$ cat src/rtl/uart_sfr_pkg.sv
// Shared constants for the 8051 serial port controller:
// SFR addresses, SCON bit positions and the flag bundle.
package uart_sfr_pkg;

    localparam logic [7:0] SFR_SBUF = 8'h99;
    localparam logic [7:0] SFR_SCON = 8'h98;

    localparam int TX_DEPTH_DEFAULT = 8;

    localparam int SCON_RI  = 0;
    localparam int SCON_TI  = 1;
    localparam int SCON_TXF = 2;
    localparam int SCON_OVR = 3;
    localparam int SCON_REN = 4;
    localparam int SCON_TXD = 5;

    typedef struct packed {
        logic txd;
        logic ren;
        logic ovr;
        logic ti;
        logic ri;
    } scon_flags_t;

    // Assemble the SCON read value; TXF comes live from the FIFO.
    function automatic logic [7:0] scon_pack(
        input scon_flags_t f,
        input logic        txf
    );
        logic [7:0] v;
        v           = '0;
        v[SCON_RI]  = f.ri;
        v[SCON_TI]  = f.ti;
        v[SCON_TXF] = txf;
        v[SCON_OVR] = f.ovr;
        v[SCON_REN] = f.ren;
        v[SCON_TXD] = f.txd;
        return v;
    endfunction

endpackage

$ cat src/rtl/uart_sfr_ctrl_sync_fifo.sv
// First-word-fall-through FIFO with extra-MSB pointers;
// head is zero when empty, writes when full are refused.
module sync_fifo #(
    parameter int WIDTH = 8,
    parameter int DEPTH = 8
) (
    input  logic                     clk,
    input  logic                     rst,
    input  logic                     wr_en,
    input  logic [WIDTH-1:0]         wr_data,
    input  logic                     rd_en,
    output logic [WIDTH-1:0]         rd_data,
    output logic [$clog2(DEPTH):0]   count,
    output logic                     full,
    output logic                     empty
);

    localparam int AW = $clog2(DEPTH);

    logic [AW:0]      wr_ptr;
    logic [AW:0]      rd_ptr;
    logic [WIDTH-1:0] mem [DEPTH];
    logic             do_wr;
    logic             do_rd;

    assign empty = (wr_ptr == rd_ptr);
    assign full  = (wr_ptr[AW] != rd_ptr[AW]) &&
                   (wr_ptr[AW-1:0] == rd_ptr[AW-1:0]);
    assign count = wr_ptr - rd_ptr;
    assign do_wr = wr_en && !full;
    assign do_rd = rd_en && !empty;

    assign rd_data = empty ? '0 : mem[rd_ptr[AW-1:0]];

    // Pointer update; both wrap naturally modulo 2*DEPTH.
    always_ff @(posedge clk) begin
        if (rst) begin
            wr_ptr <= '0;
            rd_ptr <= '0;
        end else begin
            if (do_wr) wr_ptr <= wr_ptr + 1'b1;
            if (do_rd) rd_ptr <= rd_ptr + 1'b1;
        end
    end

    // Storage array, no reset needed since pointers gate visibility.
    always_ff @(posedge clk) begin
        if (do_wr) mem[wr_ptr[AW-1:0]] <= wr_data;
    end

endmodule

$ cat src/rtl/uart_sfr_ctrl.sv
// CPU-side SBUF/SCON controller: TX FIFO, RX capture,
// RI/TI/OVR/TXD flags and the serial interrupt.
module uart_sfr_ctrl
    import uart_sfr_pkg::*;
#(
    parameter int         DEPTH     = TX_DEPTH_DEFAULT,
    parameter logic [7:0] SBUF_ADDR = SFR_SBUF,
    parameter logic [7:0] SCON_ADDR = SFR_SCON
) (
    input  logic       clk_uart,
    input  logic       rst,
    input  logic [7:0] sfr_addr,
    input  logic       sfr_wr_en,
    input  logic [7:0] sfr_wr_data,
    input  logic       sfr_rd_en,
    output logic [7:0] sfr_rd_data,
    output logic [7:0] txd_to_uart,
    output logic       fifo_empty,
    input  logic       r_en,
    input  logic [7:0] r_data,
    input  logic       rxd_int,
    output logic       rxd_int_ack,
    output logic       uart_irq
);

    localparam int CW = $clog2(DEPTH) + 1;

    scon_flags_t flags;
    scon_flags_t flags_d;
    logic [7:0]  rx_buf;
    logic        rxd_prev;

    logic [CW-1:0] tx_count;
    logic          tx_full;
    logic          tx_empty;

    logic wr_sbuf;
    logic wr_scon;
    logic push_ok;
    logic pop_ok;
    logic ti_set;
    logic txd_set;
    logic rx_edge;
    logic ri_set;
    logic ovr_set;
    logic unused_wr_bits;

    assign wr_sbuf = sfr_wr_en && (sfr_addr == SBUF_ADDR);
    assign wr_scon = sfr_wr_en && (sfr_addr == SCON_ADDR);

    assign push_ok = wr_sbuf && !tx_full;
    assign pop_ok  = r_en && !tx_empty;
    assign ti_set  = pop_ok && (tx_count == CW'(1)) && !push_ok;
    assign txd_set = wr_sbuf && tx_full;

    assign rx_edge = rxd_int && !rxd_prev;
    assign ri_set  = rx_edge && flags.ren && !flags.ri;
    assign ovr_set = rx_edge && flags.ren && flags.ri;

    assign unused_wr_bits = ^{sfr_wr_data[7:6], sfr_wr_data[SCON_TXF]};

    sync_fifo #(
        .WIDTH (8),
        .DEPTH (DEPTH)
    ) u_tx_fifo (
        .clk     (clk_uart),
        .rst     (rst),
        .wr_en   (wr_sbuf),
        .wr_data (sfr_wr_data),
        .rd_en   (r_en),
        .rd_data (txd_to_uart),
        .count   (tx_count),
        .full    (tx_full),
        .empty   (tx_empty)
    );

    assign fifo_empty  = tx_empty;
    assign rxd_int_ack = flags.ri;
    assign uart_irq    = flags.ri || flags.ti;

    // Next flag state: W0C clears from SCON writes, hardware sets win.
    always_comb begin
        flags_d = flags;
        if (wr_scon) begin
            flags_d.ri  = flags.ri  && sfr_wr_data[SCON_RI];
            flags_d.ti  = flags.ti  && sfr_wr_data[SCON_TI];
            flags_d.ovr = flags.ovr && sfr_wr_data[SCON_OVR];
            flags_d.txd = flags.txd && sfr_wr_data[SCON_TXD];
            flags_d.ren = sfr_wr_data[SCON_REN];
        end
        if (ri_set)  flags_d.ri  = 1'b1;
        if (ti_set)  flags_d.ti  = 1'b1;
        if (ovr_set) flags_d.ovr = 1'b1;
        if (txd_set) flags_d.txd = 1'b1;
    end

    // Flag, receive buffer and edge-detector registers.
    always_ff @(posedge clk_uart) begin
        if (rst) begin
            flags    <= '0;
            rx_buf   <= 8'h00;
            rxd_prev <= 1'b0;
        end else begin
            flags    <= flags_d;
            rxd_prev <= rxd_int;
            if (ri_set) rx_buf <= r_data;
        end
    end

    // Combinational SFR read mux; zero when not selected.
    always_comb begin
        sfr_rd_data = 8'h00;
        if (sfr_rd_en) begin
            if (sfr_addr == SCON_ADDR)
                sfr_rd_data = scon_pack(flags, tx_full);
            else if (sfr_addr == SBUF_ADDR)
                sfr_rd_data = rx_buf;
        end
    end

endmodule

$ cat config.mk
export PLATFORM = sky130hd
export DESIGN_NAME = uart_sfr_ctrl
export DESIGN_NICKNAME = d
export VERILOG_FILES = /design/src/rtl/uart_sfr_pkg.sv /design/src/rtl/uart_sfr_ctrl_sync_fifo.sv /design/src/rtl/uart_sfr_ctrl.sv
export SDC_FILE = /design/constraint.sdc
export NUM_CORES = 1
export LEC_CHECK = 0
export ABC_AREA = 0
export CAP_MARGIN = 20
export CORE_MARGIN = 2
export CORE_UTILIZATION = 40
export CTS_BUF_LIST = sky130_fd_sc_hd__clkbuf_8 sky130_fd_sc_hd__clkbuf_16
export DETAILED_ROUTE_END_ITERATION = 10
export PLACE_DENSITY = 0.67
export SLEW_MARGIN = 5
export SYNTH_ARGS = -nofsm -noshare
export SYNTH_HDL_FRONTEND = slang
export SYNTH_HIERARCHICAL = 1
export SYNTH_SLANG_ARGS = --single-unit
$ cat constraint.sdc
create_clock -name clk_uart -period 2.2 [get_ports clk_uart]
set_input_delay 0.22 -clock clk_uart [delete_from_list [all_inputs] [get_ports clk_uart]]
set_output_delay 0.22 -clock clk_uart [all_outputs]
set_load 0.01 [all_outputs]
==> summary.txt <==
Run status
  • Status: finished clean

Power
  • Power, Total: 2.93 mW
  • VDD IR max: 0.325 mV
  • Leak Pwr: 1.82 nW
  • Power per cell area: 577 nW/um2

Cells and area
  • Area delta synth->final: 32.7%
  • Filler cells: 790
  • Final cell count without fillers: 492
  • Layout cells sized above 1: 32.8%
  • Commonest non-fill, non-tap cell in the layout: edfxtp_1
  • Most frequent cells in the layout: edfxtp_1 (64), buf_4 (48), clkdlybuf4s50_1 (31)
  • Multi-input gate area: 1390 um2
  • Storage cell area: 2430 um2
  • Final nets: 394
  • Diodes inserted: 0

STA
  • Final setup fails: 0
  • Clock skew: 8.64 ps
  • Final Hold Vio Count: 0
  • Max-slew violations: 0
  • Part of the cycle the worst path needs: 97.3%
  • FMAX: 467 MHz
  • Final min period: 2140 ps
  • Slew margin rel.: 72.1%
  • Worst Tran Pin Value: 418 ps

Placed design
  • Cells after DPL: 459
  • Post-DP HPWL: 5500 um
  • Routability congestion estimate from global placement: 0.882
  • Port Buf Inserts: 48

Worst setup path
  • CP arrival: 1920 ps
  • Worst-path maximum fanout: 6
  • CP endpoint kind: output port
  • Worst EP required: 1980 ps
  • Critical path type: register to output port
  • Depth of the worst register-to-register path: 8
  • Reg-to-reg slack, setup: 330 ps
  • CP Launch Type: register

Synthesis
  • Mapped Area: 3830 um2
  • Syn avg cell area: 14.9 um2
  • Mapped Cells: 257
  • Asr flop ratio synth: 0%
  • Post-synth net total: 293
  • Ys Warns: 6
  • Top FF cell, synth: edfxtp_1
  • Yosys reg bits: 89
  • Synth unique cells: 49
  • Sequential area share after synthesis: 63.2%
  • Post-synth EDFFs: 64

Floorplanning
  • Chip Width: 102 um
  • Die height: 102 um
  • Die area: 10,400 um2
  • Starting density of the core: 41.3%
  • Core area: 9280 um2
  • Cell Rows: 35
  • Top Ports: 49

Routing
  • Vias after detailed routing: 2,506
  • Iter 0 DRT Violations: 118
  • Via/cell ratio: 5.09
  • Drt first pass iters: 4
  • Final routed DRC violation total: 0
  • ANT nets after route: 0
  • Wire per inst: 17.2 um
  • Post-Route WL: 8470 um

Clock network
  • Hold Buf Count CTS: 0
  • Clk_lat worst skew: 360 ps
  • CTS sink cnt: 89
  • H-tree depth: 3
  • CTS tree: built
  • CTS max path bufs: 2
  • Clock slew at reported path FFs: 90 ps
  • Root buffer cell: clkbuf_8
  • CTS Buf Count: 9

Worst hold path
  • Min-Delay Path Class: primary input to register
  • Hold Crit Depth: 2

GRT
  • Largest net degree at the start of global routing: 26
  • Initial antenna violation count: 0
  • M2 GR Usage: 29.6%
  • Vias in the first global route: 2,533
  • Gr usage total: 17.3%
  • Met1 usage: 21.2%
  • First-pass GRT wire length: 13,200 um
  • Total congestion overflow: 0
  • Gr busiest metal: met2
  • GRT met3 Usage: 4.92%

Run
  • Max Cap Viol: 0
-- cells in the mapped netlist (all sizes together) (2+ instances only) --
library cell	number	area share, %
nor2b	2	0.33
o21ai	3	0.49
and4bb	2	0.65
buf	8	1.6
or2	2	0.33
a21oi	7	0.91
a21boi	6	1.2
edfxtp	64	50
nand3	14	1.8
mux4	16	9.4
mux2i	10	2.6
nor2	27	2.6
dfxtp	25	13
nand4	4	0.65
xor2	3	0.69
inv	9	0.88
nor4	2	0.33
a22o	8	1.8
a211oi	2	0.39
nor4b	3	1.1
clkbuf	3	0.33
and3	4	0.65
nor3	5	0.78
ha	5	1.6
xnor2	6	1.6
nand2	3	0.29
-- cells by family (layout without fill, tap and decap cells) --
group / Yosys count / in the layout / synth area share [%]
AOI/OAI and AO/OA: 31 / 31 / 6.04
xor gates and xnor gates: 9 / 9 / 2.25
adders and majority gates: 6 / 6 / 2.15
buffers and inverters: 21 / 127 / 3.00
DFF: 89 / 89 / 63.2
muxes: 26 / 26 / 12.0
and+or+nand+nor: 75 / 75 / 11.4
-- per-layer routing --
metal / routed length, um / vias up
li1: - / 1191
met1: 3620 / 1227
met2: 4210 / 76
met3: 477 / 12
met4: 154 / 0
met5: 0 / -
-- through the flow --
step	instance area, um2	hold WS [ps]	setup TNS [ps]	setup WS [ps]	util (%)
floorplan	3840	289	-251	-15.7	-
global placement	4710	459	-3980	-259	50.8
detailed placement	4710	464	-4520	-326	50.8
CTS	5040	457	-14.9	-13.8	54.3
global route	5090	470	-4.57	-4.57	54.8
finish	5090	472	0	58.4	54.8
-- sequential cells by signal, summed over array words and instances, names as in the netlist, named ones only --
signal,count
u_tx_fifo/mem,64
rx_buf,8
flags,4
rxd_prev,1
rxd_int_ack,1
u_tx_fifo/rd_ptr,4
u_tx_fifo/wr_ptr,4
-- report_power, final --
group	switching, mW	total [mW]	internal, mW
sequential	0.000790	1.79	1.79
clock	0.601	1.02	0.422
combinational	0.0527	0.118	0.0658
total	0.654	2.93	2.28
-- worst paths after layout --
check,endpoint,start
worst max register to register,u_tx_fifo/mem[3][0]$_DFFE_PP_,u_tx_fifo/wr_ptr[0]$_SDFFE_PP0P_
worst min-delay path,rxd_prev$_SDFF_PP0_,rxd_int
worst min register to register,flags[4]$_SDFFE_PP0P_,flags[4]$_SDFFE_PP0P_
worst max-delay path,txd_to_uart[5],register
-- area by class of cell --
class                           count  area share (%)
Clock inverter                      7            1.08
Tap cell                          129            3.17
Timing Repair Buffer              102            17.7
Clock buffer                        9            2.43
Sequential cell                    89            47.7
Multi-Input combinational cell    147            27.2
Inverter                            9           0.664
-- critical path: stages, from the launching register on --
cell and delay (ps):
dfxtp_2 350, buf_12 110, buf_8 120, buf_4 110, mux4_2 500, a22o_1 240
buf_2 130
-- repair_timing --
item | in CTS | in global routing
pin swaps | 6 | 5
setup buffers | 12 | 5
gates resized for setup | 49 | 9
setup endpoints to repair | 16 | 10
(Power assumes the default switching activity.)
